$ cat config.mk
export PLATFORM = sky130hd
export DESIGN_NAME = delay_tap_line
export DESIGN_NICKNAME = d
export VERILOG_FILES = /design/src/rtl/delay_tap_line.sv
export SDC_FILE = /design/constraint.sdc
export NUM_CORES = 1
export LEC_CHECK = 0
export CAP_MARGIN = 10
export CORE_ASPECT_RATIO = 1.1
export CORE_MARGIN = 2
export CORE_UTILIZATION = 45
export CTS_BUF_LIST = sky130_fd_sc_hd__clkbuf_16
export DETAILED_ROUTE_END_ITERATION = 6
export GPL_ROUTABILITY_DRIVEN = 0
export PLACE_DENSITY_LB_ADDON = 0.3
export SLEW_MARGIN = 20
export SYNTH_ARGS = -nofsm -noshare
export SYNTH_HDL_FRONTEND = slang
export SYNTH_SLANG_ARGS = --single-unit
$ cat constraint.sdc
create_clock -name clk -period 1.7 [get_ports clk]
set_input_delay 0.34 -clock clk [delete_from_list [all_inputs] [get_ports clk]]
set_output_delay 0.34 -clock clk [all_outputs]
set_load 0.005 [all_outputs]
$ cat src/rtl/delay_tap_line.sv
// ---------------------------------------------------------------------------
// delay_tap_line
//
// Shared history shift register with NTAPS independently programmable taps.
// Each tap is either a pure delay (transport) or a de-glitching delay
// (inertial: a value must be seen for d+1 consecutive enabled samples before
// it propagates).
//
// Optional feature macro: DLY_GLITCH_CNT_EN
//   When defined, each tap gets a pending flag and an 8-bit saturating
//   rejected-pulse counter exposed on glitch_cnt. When undefined, the port
//   and all related logic are absent.
//
// Ports:
//   clk         rising-edge clock
//   rst_n       asynchronous active-low reset
//   en          clock enable; 0 freezes history, fill, dout and counters
//   din         WIDTH-bit data input (history position 0, combinational)
//   tap_dly     NTAPS x DW delay codes, tap k at [k*DW +: DW]; codes above
//               DEPTH-1 clamp to DEPTH-1
//   tap_mode    per-tap mode: 0 = transport, 1 = inertial
//   dout        NTAPS x WIDTH registered tap outputs, tap k at [k*WIDTH +: WIDTH]
//   valid       per-tap history-filled flag (fill > d_k); does not gate dout
//   glitch_cnt  NTAPS x 8 rejected-pulse counters (DLY_GLITCH_CNT_EN only)
// ---------------------------------------------------------------------------
module delay_tap_line #(
    parameter int WIDTH = 1,
    parameter int DEPTH = 8,
    parameter int NTAPS = 4,
    localparam int DW = $clog2(DEPTH)
) (
    input  logic                   clk,
    input  logic                   rst_n,
    input  logic                   en,
    input  logic [WIDTH-1:0]       din,
    input  logic [NTAPS*DW-1:0]    tap_dly,
    input  logic [NTAPS-1:0]       tap_mode,
    output logic [NTAPS*WIDTH-1:0] dout,
    output logic [NTAPS-1:0]       valid
`ifdef DLY_GLITCH_CNT_EN
    ,
    output logic [NTAPS*8-1:0]     glitch_cnt
`endif
);

    localparam int FW = $clog2(DEPTH + 1);

    // History: h_w[0] is din, h_w[1..DEPTH-1] are the registered stages.
    logic [WIDTH-1:0] hist_q [1:DEPTH-1];
    logic [WIDTH-1:0] hist_d [1:DEPTH-1];
    logic [WIDTH-1:0] h_w    [DEPTH];

    logic [FW-1:0]    fill_q;
    logic [FW-1:0]    fill_d;

    logic [WIDTH-1:0] dout_q [NTAPS];
    logic [WIDTH-1:0] dout_d [NTAPS];

    logic [DW-1:0]    dsel    [NTAPS];
    logic [NTAPS-1:0] uniform;

`ifdef DLY_GLITCH_CNT_EN
    logic [NTAPS-1:0] pend_q;
    logic [NTAPS-1:0] pend_d;
    logic [7:0]       cnt_q [NTAPS];
    logic [7:0]       cnt_d [NTAPS];
`endif

    // Per-tap delay code, clamped so it can never address past the chain.
    always_comb begin
        for (int k = 0; k < NTAPS; k++) begin
            dsel[k] = tap_dly[k*DW +: DW];
            if (int'(tap_dly[k*DW +: DW]) > DEPTH - 1) begin
                dsel[k] = DW'(DEPTH - 1);
            end
        end
    end

    always_comb begin
        h_w[0] = din;
        for (int i = 1; i < DEPTH; i++) begin
            h_w[i] = hist_q[i];
        end
    end

    // Shift chain and saturating fill counter.
    always_comb begin
        hist_d = hist_q;
        fill_d = fill_q;
        if (en) begin
            for (int i = 1; i < DEPTH; i++) begin
                hist_d[i] = h_w[i-1];
            end
            if (fill_q != FW'(DEPTH)) begin
                fill_d = fill_q + FW'(1);
            end
        end
    end

    // Inertial window test: h[0..d_k] all equal to h[0] (whole-word compare).
    always_comb begin
        for (int k = 0; k < NTAPS; k++) begin
            uniform[k] = 1'b1;
            for (int i = 1; i < DEPTH; i++) begin
                if ((i <= int'(dsel[k])) && (h_w[i] != h_w[0])) begin
                    uniform[k] = 1'b0;
                end
            end
        end
    end

    // Tap output update. An inertial tap moves only when its whole window
    // agrees on a value different from what it currently presents; with
    // d = 0 this reduces to the transport d = 0 behaviour.
    always_comb begin
        dout_d = dout_q;
`ifdef DLY_GLITCH_CNT_EN
        pend_d = pend_q;
        cnt_d  = cnt_q;
`endif
        if (en) begin
            for (int k = 0; k < NTAPS; k++) begin
                if (!tap_mode[k]) begin
                    dout_d[k] = h_w[dsel[k]];
`ifdef DLY_GLITCH_CNT_EN
                    pend_d[k] = 1'b0;
`endif
                end else if (uniform[k] && (h_w[0] != dout_q[k])) begin
                    dout_d[k] = h_w[0];
`ifdef DLY_GLITCH_CNT_EN
                    pend_d[k] = 1'b0;
                end else if (h_w[0] != dout_q[k]) begin
                    // A differing value is in flight but not yet accepted.
                    pend_d[k] = 1'b1;
                end else if (pend_q[k]) begin
                    // Input fell back to the held value before acceptance:
                    // that pulse was rejected.
                    pend_d[k] = 1'b0;
                    if (cnt_q[k] != 8'hFF) begin
                        cnt_d[k] = cnt_q[k] + 8'd1;
                    end
`endif
                end
            end
        end
    end

    always_ff @(posedge clk or negedge rst_n) begin
        if (!rst_n) begin
            fill_q <= '0;
            for (int i = 1; i < DEPTH; i++) begin
                hist_q[i] <= '0;
            end
            for (int k = 0; k < NTAPS; k++) begin
                dout_q[k] <= '0;
            end
`ifdef DLY_GLITCH_CNT_EN
            pend_q <= '0;
            for (int k = 0; k < NTAPS; k++) begin
                cnt_q[k] <= '0;
            end
`endif
        end else begin
            fill_q <= fill_d;
            hist_q <= hist_d;
            dout_q <= dout_d;
`ifdef DLY_GLITCH_CNT_EN
            pend_q <= pend_d;
            cnt_q  <= cnt_d;
`endif
        end
    end

    always_comb begin
        for (int k = 0; k < NTAPS; k++) begin
            dout[k*WIDTH +: WIDTH] = dout_q[k];
            valid[k]               = (int'(fill_q) > int'(dsel[k]));
        end
    end

`ifdef DLY_GLITCH_CNT_EN
    always_comb begin
        for (int k = 0; k < NTAPS; k++) begin
            glitch_cnt[k*8 +: 8] = cnt_q[k];
        end
    end
`endif

endmodule

==> results of run 1 <==
report_power, final:
group / switching, mW / internal [mW]
logic: 0.807 / 1.20
registers: 0.304 / 0.495
clock network: 0.162 / 0.313
total: 1.27 / 2.00
through the flow:
| stage | power, mW | instances | TNS [ps] | hold WS (ps) |
|---|---|---|---|---|
| floorplan | 1.588 | 200 | 0 | 44.41 |
| global placement | 2.231 | 306 | -5432 | 540.0 |
| detailed placement | 2.282 | 306 | -5574 | 548.2 |
| CTS | 3.000 | 316 | -1312 | 427.9 |
| global route | 3.500 | 319 | -1690 | 442.8 |
| finish | 3.276 | 319 | -1266 | 421.1 |
flip-flops by register name, summed over array words and instances (netlist names):
| signal | count |
|---|---|
| fill_q | 4 |
| h_w | 7 |
| dout | 4 |
cell type report:
class / instances / area [um^2]
sequential: 15 / 386.6
clock buffer: 3 / 75.07
timing repair buffer: 81 / 723.2
fill: 231 / 912.1
inverter: 17 / 66.31
multi-input combinational: 152 / 1483
tap: 50 / 62.56
clock inverter: 1 / 3.754
placed cells by master (no fill, tap or decap), types with 4 or more instances in the layout:
| cell | n |
|---|---|
| sky130_fd_sc_hd__buf_4 | 46 |
| sky130_fd_sc_hd__nand2_1 | 16 |
| sky130_fd_sc_hd__clkdlybuf4s50_1 | 12 |
| sky130_fd_sc_hd__inv_1 | 11 |
| sky130_fd_sc_hd__ha_4 | 11 |
| sky130_fd_sc_hd__dlygate4sd2_1 | 10 |
| sky130_fd_sc_hd__buf_6 | 10 |
| sky130_fd_sc_hd__mux2_2 | 9 |
| sky130_fd_sc_hd__a21oi_1 | 9 |
| sky130_fd_sc_hd__dfrtp_2 | 9 |
| sky130_fd_sc_hd__a31oi_1 | 7 |
| sky130_fd_sc_hd__mux4_2 | 7 |
| sky130_fd_sc_hd__nand2b_1 | 7 |
| sky130_fd_sc_hd__inv_2 | 6 |
| sky130_fd_sc_hd__a21o_1 | 6 |
| sky130_fd_sc_hd__a21oi_2 | 6 |
| sky130_fd_sc_hd__xor2_1 | 6 |
| sky130_fd_sc_hd__dfrtp_1 | 6 |
| sky130_fd_sc_hd__o21ai_0 | 5 |
| sky130_fd_sc_hd__o22ai_1 | 5 |
| sky130_fd_sc_hd__or2_4 | 4 |
| sky130_fd_sc_hd__o21ai_1 | 4 |
| sky130_fd_sc_hd__xnor2_1 | 4 |
| sky130_fd_sc_hd__nor2_1 | 4 |
metal layers:
metal  GRT usage  vias to the layer above  wire [um]
met4     0.08454                        0        184
met2      0.4304                       80       2951
li1            -                      875          -
met3     0.02435                       20        315
met1      0.2773                      922       2117
met5           0                        -          0
Yosys cell counts (2+ instances only):
master,instances,area (um^2)
sky130_fd_sc_hd__a22oi_1,2,15.01
sky130_fd_sc_hd__buf_2,4,20.02
sky130_fd_sc_hd__inv_1,17,63.81
sky130_fd_sc_hd__a21oi_1,15,75.07
sky130_fd_sc_hd__nor3_1,3,15.01
sky130_fd_sc_hd__nand2b_1,7,43.79
sky130_fd_sc_hd__xnor2_1,4,35.03
sky130_fd_sc_hd__nand2_1,16,60.06
sky130_fd_sc_hd__nand3_1,4,20.02
sky130_fd_sc_hd__xor2_1,8,70.07
sky130_fd_sc_hd__clkbuf_1,6,22.52
sky130_fd_sc_hd__mux4_2,7,157.7
sky130_fd_sc_hd__and2_1,2,12.51
sky130_fd_sc_hd__o22ai_1,5,31.28
sky130_fd_sc_hd__dfrtp_1,15,375.4
sky130_fd_sc_hd__ha_1,14,175.2
sky130_fd_sc_hd__and3_1,3,18.77
sky130_fd_sc_hd__nor2_1,4,15.01
sky130_fd_sc_hd__o21ai_0,7,35.03
sky130_fd_sc_hd__buf_4,2,15.01
sky130_fd_sc_hd__buf_6,2,22.52
sky130_fd_sc_hd__mux2i_1,3,30.03
sky130_fd_sc_hd__o21ai_1,2,10.01
sky130_fd_sc_hd__a21o_1,6,45.04
sky130_fd_sc_hd__a211oi_1,2,15.01
sky130_fd_sc_hd__or2_2,4,25.02
sky130_fd_sc_hd__mux2_2,9,101.4
sky130_fd_sc_hd__a31oi_1,7,43.79
path summary, 6_finish.rpt:
check                             to  slack (ps)  cells after the start
max                         valid[3]        -310                      6
max in group asynchronous     h_w[0]        1070                      2
min in group clk             dout[0]         560                      1
min reg2reg                  dout[0]         560                      1
max reg2reg                  dout[3]         -30                      6
min                        fill_q[2]         420                      2
timing repair:
item                       in CTS  in global routing
pin swaps                      17                 11
cloned                          1                  0
resized for setup              60                 38
setup buffers                   5                  3
setup endpoints to repair       8                  9
cells by family (layout without fill, tap and decap cells):
kind of cell               count (synthesis)  count (layout)  share of synthesized area
xor gates and xnor gates                  12              12                    0.05966
buffers and inverters                     33             102                    0.09303
muxes                                     19              19                     0.1641
and+or+nand+nor                           47              47                     0.1385
DFF                                       15              15                     0.2131
adders and majority gates                 14              14                    0.09943
AOI/OAI and AO/OA                         60              60                     0.2322
==> results.md, run 1 <==
- The TritonCTS sink count is 15.
- The number of distinct standard cells referenced by the synthesized netlist is 48.
- The most critical setup path has its startpoint at fill_q[1].
- The routed design could run at a clock period as short as 2010 ps.
- In this run the vertical extent of the chip is between 60 and 70 um.
- The run finished, with violations left.
- The die covers 4432 um^2.
- The number of search-and-repair iterations in the first detailed-routing pass is 4.
- Between clock sinks in the finished design, the worst skew comes to ~1.7 ps.
- In this run the tightest slew margin relative to its limit is 0.7817.
- For the worst setup path, the data required time is approximately 1400 ps.
- Global routing finished with a remaining overflow of 0.
- The final reports fail on negative setup slack.
- The total wire length after detailed routing is between 5000 and 6000 um.
- The setup slack after placement is -916.3 ps.
- The maximum number of pins on one net before global-route repair is 16.
- Timing would allow up to ~0.5 GHz.
- The min-delay analysis places its worst path in the category in -> async.
- The startpoint identified for the worst register-to-register timing path is h_w[2].
- The number of global-route vias before repair was about 1,800.
- The count of final max-slew check failures was 0.
- The count of input and output buffers is 27.
- The effective utilization at floorplan is 0.4746.
- The summed instance area of the synthesized netlist is 1762 um^2.
- Once layout is complete, the utilization of the core stands at 0.7543.
- The flop and latch count out of synthesis is 15.
- The die extent in x is about 64 um.
- Setup slack on the critical path of the routed design comes to -309.5 ps.
- Detailed routing inserted a total of between 1,500 and 2,000 vias.
- The net count of the finished layout is a little over 300.
- Across every metal layer, demand over resource in global routing totals 0.2343.
- Setup violations remaining at the end of the flow were counted as 7.
- Setup repair after global routing could not meet its margin everywhere.
- The detailed-route DRC error count is 0.
- Each instance of the synthesized netlist takes up on average roughly 8.8 um^2.
- The share of async-settable or async-resettable flops after synthesis is 1.000.
- In the finished design, the share of the clock period the worst path needs comes to 1.182.
- The number of buffers and inverters on the critical path is 1.
- The net count after synthesis is between 200 and 250.
- The standard cell with the maximum stage delay on the critical path is sky130_fd_sc_hd__dfrtp_2.
- The HPWL after detailed placement is 3512 um.
- At the worst endpoint, the arrival time is approximately 1700 ps.
- IR analysis of the VDD net gives a maximum drop of about 620 uV.
- The per-cell via count in the routed design is 5.947.
- In this design, the stage delay of the slowest critical-path cell is between 400 and 500 ps.
- The kind of end point of the critical path is a primary output.
- The count of endpoints failing hold in the final timing report is 0.
- The number of cell rows is 23.
- The number of cells produced by synthesis is 200.
- The number of max-cap violations is 0.
- The number of top-level pins is 28.
- Counting flops with a built-in enable in the synthesized netlist gives 0.
- CTS placed an instance of sky130_fd_sc_hd__clkbuf_16 at the clock tree root.
- Clock-pin slew was measured on the worst setup and hold paths at ~50 ps.
- The number of antenna diodes in the final layout is 0.
- Once detail routing completed, the nets flagged for antenna violations numbered 0.
- Relative to the synthesized area, the layout overhead comes to 58.95%.
- The fraction of final layout cells with drive strength greater than 1 is 0.4758.
- In this run the number of H-tree levels came out at 1.
- The first global-routing pass estimated roughly 8300 um of wire.
- The total of warnings raised by yosys is 0.
- The TritonCTS clock tree is yes.
- The clock passes through at most 2 buffers.
- The number of hold-repair buffers added at the cts stage is 0.
- Dividing total power by cell area gives a power density of 1170 nW/um^2.
- In this run the cell area measured after placement is ~2300 um^2.
- The dominant delay contributor by cell family on the critical path is flip-flops.
- The core region is about 3700 um^2.
- The number of CTS-inserted buffers is 3.
- After detailed routing, the average wire length per cell comes to around 17 um.
- The area of all placed cells without fillers is around 2800 um^2.
- The clock insertion delay at the later pin of the skew report is roughly 250 ps.
- Walking the worst path, the cells encountered are ha_4, a21o_1, a21oi_2, a31oi_1, or2_4, buf_6.
- The prevailing post-synth register cell is sky130_fd_sc_hd__dfrtp_1.
- Summed over all cells, the static leakage comes to around 1.2 nW.
- STA classifies the critical path startpoint as a flop.
- The category of the critical setup timing path is reg -> out.
- The highest fanout seen on the critical path is 5.
- After the first detailed-routing iteration, the DRC count stood at between 100 and 150.
- The sequential-to-total area share from yosys stat is 0.2131.
- For the pin with the worst max-slew slack, the measured transition is approximately 330 ps.
- The number of antenna violations at the first check in global routing is 0.
(Power assumes the default switching activity.)
==> run 2: changes to the inputs <==
--- a/config.mk
+++ b/config.mk
@@ -7,7 +7,6 @@
 export LEC_CHECK = 0
 export CAP_MARGIN = 10
 export CORE_ASPECT_RATIO = 1.1
-export CORE_MARGIN = 2
 export CORE_UTILIZATION = 45
 export CTS_BUF_LIST = sky130_fd_sc_hd__clkbuf_16
 export DETAILED_ROUTE_END_ITERATION = 6
==> results.md, run 2 (synthesis results as in run 1) <==
- The standard cell with the maximum stage delay on the critical path was sky130_fd_sc_hd__dfrtp_2 (unchanged).
- The number of CTS-inserted buffers is 3 (unchanged).
- The die outline area is 4169 um^2 (was 4432 um^2).
- The count of nets left with antenna violations after detail routing is 0 (unchanged).
- The total inserted antenna cells is 0 (unchanged).
- The count of vias placed by the detailed router is 1,890 (was 1,897).
- The class of the most critical hold timing path is in -> async (unchanged).
- The final core area utilization is 0.7422 (was 0.7543).
- The die boundary height is 67.63 um (was 69.63 um).
- The longest individual stage delay on the worst path is 440 ps (was 490 ps).
- The power density relative to cell area was 1185 nW/um^2 (was 1170 nW/um^2).
- The fraction of final layout cells with drive strength greater than 1 is 0.4461 (was 0.4758).
- The category of the critical setup timing path is reg -> out (unchanged).
- The number of cell rows was 23 (unchanged).
- The count of nets after finishing is 304 (unchanged).
- The TritonCTS clock tree was yes (unchanged).
- The smallest setup slack after layout is -458.5 ps (was -309.5 ps).
- Violated checks: negative setup slack (unchanged).
- The transition time of the tightest slew-check pin is 344.2 ps (was 326.5 ps).
- Outcome: finished, violations left (unchanged).
- The clock period minus worst slack is 2158 ps (was 2010 ps).
- The total power is 3.239 mW (was 3.276 mW).
- The number of search-and-repair iterations in the first detailed-routing pass was 4 (unchanged).
- The number of endpoints failing setup at the final stage came to 4 (was 7).
- The leakage power total was 1.207 nW (was 1.195 nW).
- The critical path launch point type is a flop (unchanged).
- The number of global-route vias before repair came to 1,805 (was 1,830).
- The number of top-level pins is 28 (unchanged).
- The worst IR drop on VDD came to 758.5 uV (was 622.6 uV).
- Leading cell types in the layout, fill and taps excluded: sky130_fd_sc_hd__buf_4 (42), sky130_fd_sc_hd__nand2_1 (16), sky130_fd_sc_hd__inv_1 (15) (was sky130_fd_sc_hd__buf_4 (46), sky130_fd_sc_hd__nand2_1 (16), sky130_fd_sc_hd__clkdlybuf4s50_1 (12)).
- Worst path cell trace: buf_4, ha_4, a21o_1, a21oi_2, a31oi_1, or2_2, buf_2 (was ha_4, a21o_1, a21oi_2, a31oi_1, or2_4, buf_6).
- The multi-input logic area came to 1424 um^2 (was 1483 um^2).
- The detailed-route DRC error count was 0 (unchanged).
- The global-route usage over all layers is 0.2782 (was 0.2343).
- The highest fanout seen on the critical path is 3 (was 5).
- The total area of sequential cells was 386.6 um^2 (unchanged).
- The total wire length after detailed routing is 5580 um (was 5569 um).
- The number of antenna violations at the first check in global routing is 0 (unchanged).
- The power share of the clock group is 0.145 (about the same).
- The sequential group share of total power is 0.240 (was 0.244).
- The average detailed-routed wire length per instance is 17.49 um (was 17.46 um).
- The clock-pin slew of the registers on the worst-case setup and hold paths was 50 ps (about the same).
- The flip-flop count of the largest register after layout was 7 (unchanged).
- The most common cell after layout, fill and taps aside is sky130_fd_sc_hd__buf_4 (unchanged).
- The clock skew came to 0.7452 ps (was 1.665 ps).
- The H-tree depth was 1 (unchanged).
- The HPWL after detailed placement was 3413 um (was 3512 um).
- The combinational cell fraction of total power was 0.614 (was 0.611).
- The clock insertion delay at the later pin of the skew report is 250 ps (about the same).
- The internal power contribution came to 2.004 mW (about the same).
- The area added between synthesis and finish came to 55.18% (was 58.95%).
- The count of final max-slew check failures is 0 (unchanged).
- The total congestion overflow after global routing is 0 (unchanged).
- The worst slew margin relative to its limit is 0.7699 (was 0.7817).
- The net switching power of the design is 1.235 mW (was 1.273 mW).
- The effective utilization at floorplan is 0.4783 (was 0.4746).
- The required time of the critical path came to 1360 ps (about the same).
- The clock root buffer master is sky130_fd_sc_hd__clkbuf_16 (unchanged).
- The wire length on met2 came to 2898 um (was 2951 um).
- The highest routed metal layer is met4 (unchanged).
- The number of DRC violations after detailed-routing iteration 0 was 108 (was 146).
- The dominant delay contributor by cell family on the critical path was flip-flops (unchanged).
- The switching part of the total power was 0.3812 (was 0.3884).
- The TritonCTS sink count is 15 (unchanged).
- Unrepaired setup endpoints after global routing: true (unchanged).
- The maximum number of pins on one net before global-route repair was 16 (unchanged).
- The total buffers and inverters traversed by the critical path is 2 (was 1).
- The final worst-path cycle share came to 1.270 (was 1.182).
- The number of buffers on the longest clock path is 2 (unchanged).
- The met3 wirelength from detailed routing is 284 um (was 315 um).
- The total routed wire length on the met1 layer is 2145 um (was 2117 um).
- The wire length of the first global-routing pass is 8390 um (was 8342 um).
- The maximum frequency from static timing analysis is 0.4633 GHz (was 0.4976 GHz).
- The endpoint arrival time on the critical path is 1820 ps (was 1670 ps).
- The per-cell via count in the routed design is 5.925 (was 5.947).
- The standard cell core area is 3684 um^2 (was 3712 um^2).
- The number of max-cap violations is 0 (unchanged).
- The count of input and output buffers came to 27 (unchanged).
- The filler cell count is 270 (was 231).
- The kind of end point of the critical path is a primary output (unchanged).
- The count of endpoints failing hold in the final timing report is 0 (unchanged).
- The die extent in x was 61.66 um (was 63.66 um).
## run 2: final timing paths
kind,cells past startpoint,endpoint,slack (ps),start
max reg2reg,5,dout[0],10,h_w[5]
max,7,valid[1],-460,fill_q[1]
min in group clk,3,h_w[6],550,din
min reg2reg,1,fill_q[3],580,fill_q[3]
max in group asynchronous,2,h_w[1],1060,rst_n
min,2,dout[0],420,rst_n
## run 2: per-stage QoR
stage          TNS (ps)  std cells  setup WS [ps]  cell area, um^2  hold WS [ps]
2_1_floorplan         0        200         0.4976             1769         44.41
5_1_grt           -2028        319         -511.4             2734         472.5
3_5_place_dp      -5522        301         -909.0             2295         558.9
3_3_place_gp      -5433        301         -891.4             2295         539.4
4_1_cts           -1471        312         -421.5             2575         424.2
6_report          -1650        319         -458.5             2734         420.8
## run 2: area by class of cell
type,count,area share
clock buffer,3,0.02746
clock inverter,1,0.001373
inverter,17,0.02334
timing repair buffer,81,0.2627
multi-input combinational,152,0.5208
sequential,15,0.1414
tap,50,0.02288
## run 2: power groups by stage
stage | clock [mW] | combinational [mW] | sequential [mW]
final | 0.471 | 1.99 | 0.778
after floorplan | 0 | 0.972 | 0.616
after global placement | 0 | 1.43 | 0.725
after global routing | 0.499 | 2.18 | 0.801
after detailed placement | 0 | 1.49 | 0.735
after CTS | 0.481 | 1.63 | 0.778
## run 2: what timing repair did
item,4_1_cts,5_1_grt
gates cloned,1,0
buffers inserted,6,7
pin swaps,19,15
setup endpoints to repair,8,9
hold buffers,0,0
gates resized for setup,61,29
## run 2: worst reg2reg max path, stage by stage (launching register included)
cell                      delay, ps
sky130_fd_sc_hd__dfrtp_2        480
sky130_fd_sc_hd__buf_6          150
sky130_fd_sc_hd__mux4_2         450
sky130_fd_sc_hd__a21oi_2        150
sky130_fd_sc_hd__o21ai_1         70
sky130_fd_sc_hd__mux2_4         260
## run 2: routing by layer
metal	vias up	track usage
li1	878	-
met1	910	0.3314
met2	80	0.4839
met3	22	0.03257
met4	0	0.1389
met5	-	0
==> run 3: changes to the inputs <==
==> constraint.sdc (replaced) <==
create_clock -name clk -period 1.9 [get_ports clk]
set_input_delay 0.38 -clock clk [delete_from_list [all_inputs] [get_ports clk]]
set_output_delay 0.38 -clock clk [all_outputs]
set_load 0.005 [all_outputs]
==> results.md, run 3 (synthesis results as in run 1) <==
- The standard cell with the maximum stage delay on the critical path is sky130_fd_sc_hd__dfrtp_1 (was sky130_fd_sc_hd__dfrtp_2).
- The area added between synthesis and finish is 39.13% (was 55.18%).
- The maximum frequency from static timing analysis is around 0.47 GHz.
- The number of hold-repair buffers added at the cts stage is 0 (unchanged).
- The number of DRC violations after detailed-routing iteration 0 came to 58 (was 108).
- The die extent in x is 61.66 um (unchanged).
- The count of final max-slew check failures is 0 (unchanged).
- The worst IR drop on VDD was 456.9 uV (was 758.5 uV).
- The per-cell via count in the routed design is 5.796 (was 5.925).
- The most common cell after layout, fill and taps aside is sky130_fd_sc_hd__buf_4 (unchanged).
- The number of cell rows is 23 (unchanged).
- The count of non-filler cells in the finished layout came to 299 (was 319).
- The power density relative to cell area is 1077 nW/um^2 (was 1185 nW/um^2).
- The leakage power total was 1.079 nW (was 1.207 nW).
- The smallest setup slack after layout is -209.6 ps (was -458.5 ps).
- The detailed-route DRC error count is 0 (unchanged).
- The standard cell core area is 3684 um^2 (unchanged).
- The number of CTS-inserted buffers is 3 (unchanged).
- The count of endpoints failing hold in the final timing report was 0 (unchanged).
- The count of nets left with antenna violations after detail routing is 0 (unchanged).
- The total power is 2.639 mW (was 3.239 mW).
- The number of endpoints failing setup at the final stage is 4 (unchanged).
- The endpoint arrival time on the critical path is 1730 ps (was 1820 ps).
- The flip-flop count of the largest register after layout is 7 (unchanged).
- The effective utilization at floorplan is 0.4783 (unchanged).
- The longest individual stage delay on the worst path is 580 ps (was 440 ps).
- The routed design could run at a clock period as short as 2110 ps.
- The filler cell count is 339 (was 270).
- The class of the most critical hold timing path is in -> async (unchanged).
- Worst path cell trace: ha_1, a21oi_1, a31oi_1, or2_4, buf_6 (was buf_4, ha_4, a21o_1, a21oi_2, a31oi_1, or2_2, buf_2).
- The number of top-level pins is 28 (unchanged).
- The wire length of the first global-routing pass is 7714 um (was 8390 um).
- The total wire length after detailed routing was 4718 um (was 5580 um).
- The count of nets after finishing was 284 (was 304).
- The worst slew margin relative to its limit is 0.7270 (was 0.7699).
- The clock skew is 2.020 ps (was 0.7452 ps).
- The die boundary height is 67.63 um (unchanged).
- Of the available clock period, the critical path in the final layout requires 1.110.
- The TritonCTS clock tree is yes (unchanged).
- The clock insertion delay at the later pin of the skew report was 250 ps (about the same).
- The total inserted antenna cells is 0 (unchanged).
- The clock root buffer master is sky130_fd_sc_hd__clkbuf_16 (unchanged).
- The critical path launch point type is a flop (unchanged).
- The number of buffers on the longest clock path is 2 (unchanged).
- The fraction of final layout cells with drive strength greater than 1 is 0.3293 (was 0.4461).
- The number of search-and-repair iterations in the first detailed-routing pass is 4 (unchanged).
- The number of global-route vias before repair was 1,689 (was 1,805).
- The H-tree depth is 1 (unchanged).
- The category of the critical setup timing path was reg -> out (unchanged).
- Violated checks: negative setup slack (unchanged).
- The total congestion overflow after global routing is 0 (unchanged).
- The kind of end point of the critical path is a primary output (unchanged).
- The clock-pin slew of the registers on the worst-case setup and hold paths is 50 ps (about the same).
- The count of vias placed by the detailed router is 1,733 (was 1,890).
- The transition time of the tightest slew-check pin is 409.5 ps (was 344.2 ps).
- The number of placed cells counting well taps came to 294 (was 301).
- Leading cell types in the layout, fill and taps excluded: sky130_fd_sc_hd__buf_4 (33), sky130_fd_sc_hd__nand2_1 (16), sky130_fd_sc_hd__dfrtp_1 (14) (was sky130_fd_sc_hd__buf_4 (42), sky130_fd_sc_hd__nand2_1 (16), sky130_fd_sc_hd__inv_1 (15)).
- The HPWL after detailed placement is 3452 um (was 3413 um).
- The final core area utilization is 0.6654 (was 0.7422).
- The highest fanout seen on the critical path came to 5 (was 3).
- The number of max-cap violations is 0 (unchanged).
- The beginning of the worst register-to-register path is h_w[2] (was h_w[5]).
- The maximum number of pins on one net before global-route repair was 16 (unchanged).
- The count of input and output buffers is 27 (unchanged).
- The first element of the critical path is fill_q[2] (was fill_q[1]).
- Unrepaired setup endpoints after global routing: true (unchanged).
- The global-route usage over all layers was 0.2537 (was 0.2782).
- The average detailed-routed wire length per instance is 15.78 um (was 17.49 um).
- The required time of the critical path is 1520 ps (was 1360 ps).
- The TritonCTS sink count is 15 (unchanged).
- The number of antenna violations at the first check in global routing came to 0 (unchanged).
- The die outline area is 4169 um^2 (unchanged).
- Outcome: finished, violations left (unchanged).
-- run 3: changes by cell type in the layout (fill, tap and decap cells not counted), sizes merged --
cell          change
buf              -20
dlygate4sd2       +2
clkbuf            -1
clkinv            +1
dlymetal6s2s      -1
inv               -1
-- run 3: cell type report --
cell class | count | area [um^2] | area share
Clock inverter | 1 | 5.005 | 0.002042
Timing Repair Buffer | 61 | 533.0 | 0.2175
Sequential cell | 15 | 376.6 | 0.1536
Tap cell | 50 | 62.56 | 0.02552
Inverter | 17 | 66.31 | 0.02705
Multi-Input combinational cell | 152 | 1333 | 0.5436
Clock buffer | 3 | 75.07 | 0.03063
-- run 3: layer usage --
layer	vias to the layer above	GRT usage	share of wire
met5	-	0	0
met4	0	0.06667	0.020
met3	9	0.03065	0.040
met2	47	0.4328	0.50
met1	844	0.3349	0.44
li1	833	-	-
-- run 3: repair_timing --
action                     4_1_cts  5_1_grt
setup buffers                    1        0
setup endpoints to repair        8        6
pin swaps                       16        9
resized for setup               48        6
-- run 3: stage by stage --
stage                     hold slack, ps  setup TNS (ps)  instance area (um^2)  worst slack, ps
after CTS                          474.5          -886.4                  2432           -240.6
final                              457.7          -784.8                  2451           -209.6
after global placement             533.4           -4329                  2255           -781.6
after detailed placement           544.0           -4531                  2255           -820.8
after global routing               480.9           -1004                  2451           -260.4
after floorplan                    84.41               0                  1762            41.35
-- run 3: final timing paths --
path / to / depth (start not counted) / slack [ps]
min in group clk: dout[0] / 1 / 550
worst max-delay path: valid[1] / 5 / -210
worst min-delay path: dout[3] / 2 / 460
max in group asynchronous: fill_q[1] / 2 / 1240
worst min register to register: dout[0] / 1 / 550
worst max register to register: dout[1] / 6 / 70
-- run 3: report_power, final --
group          internal [mW]  switching, mW  leakage (nW)
sequential             0.432          0.280         0.177
combinational          0.905          0.598         0.861
clock                  0.282          0.143        0.0409
-- run 3: worst max-delay path, delay by kind of cell (launching register included) --
kind,cells,cell delay [ps]
AOI/OAI and AO/OA,2,210
and+or+nand+nor,1,240
DFF,1,580
adders and majority gates,1,330
buffers and inverters,1,110
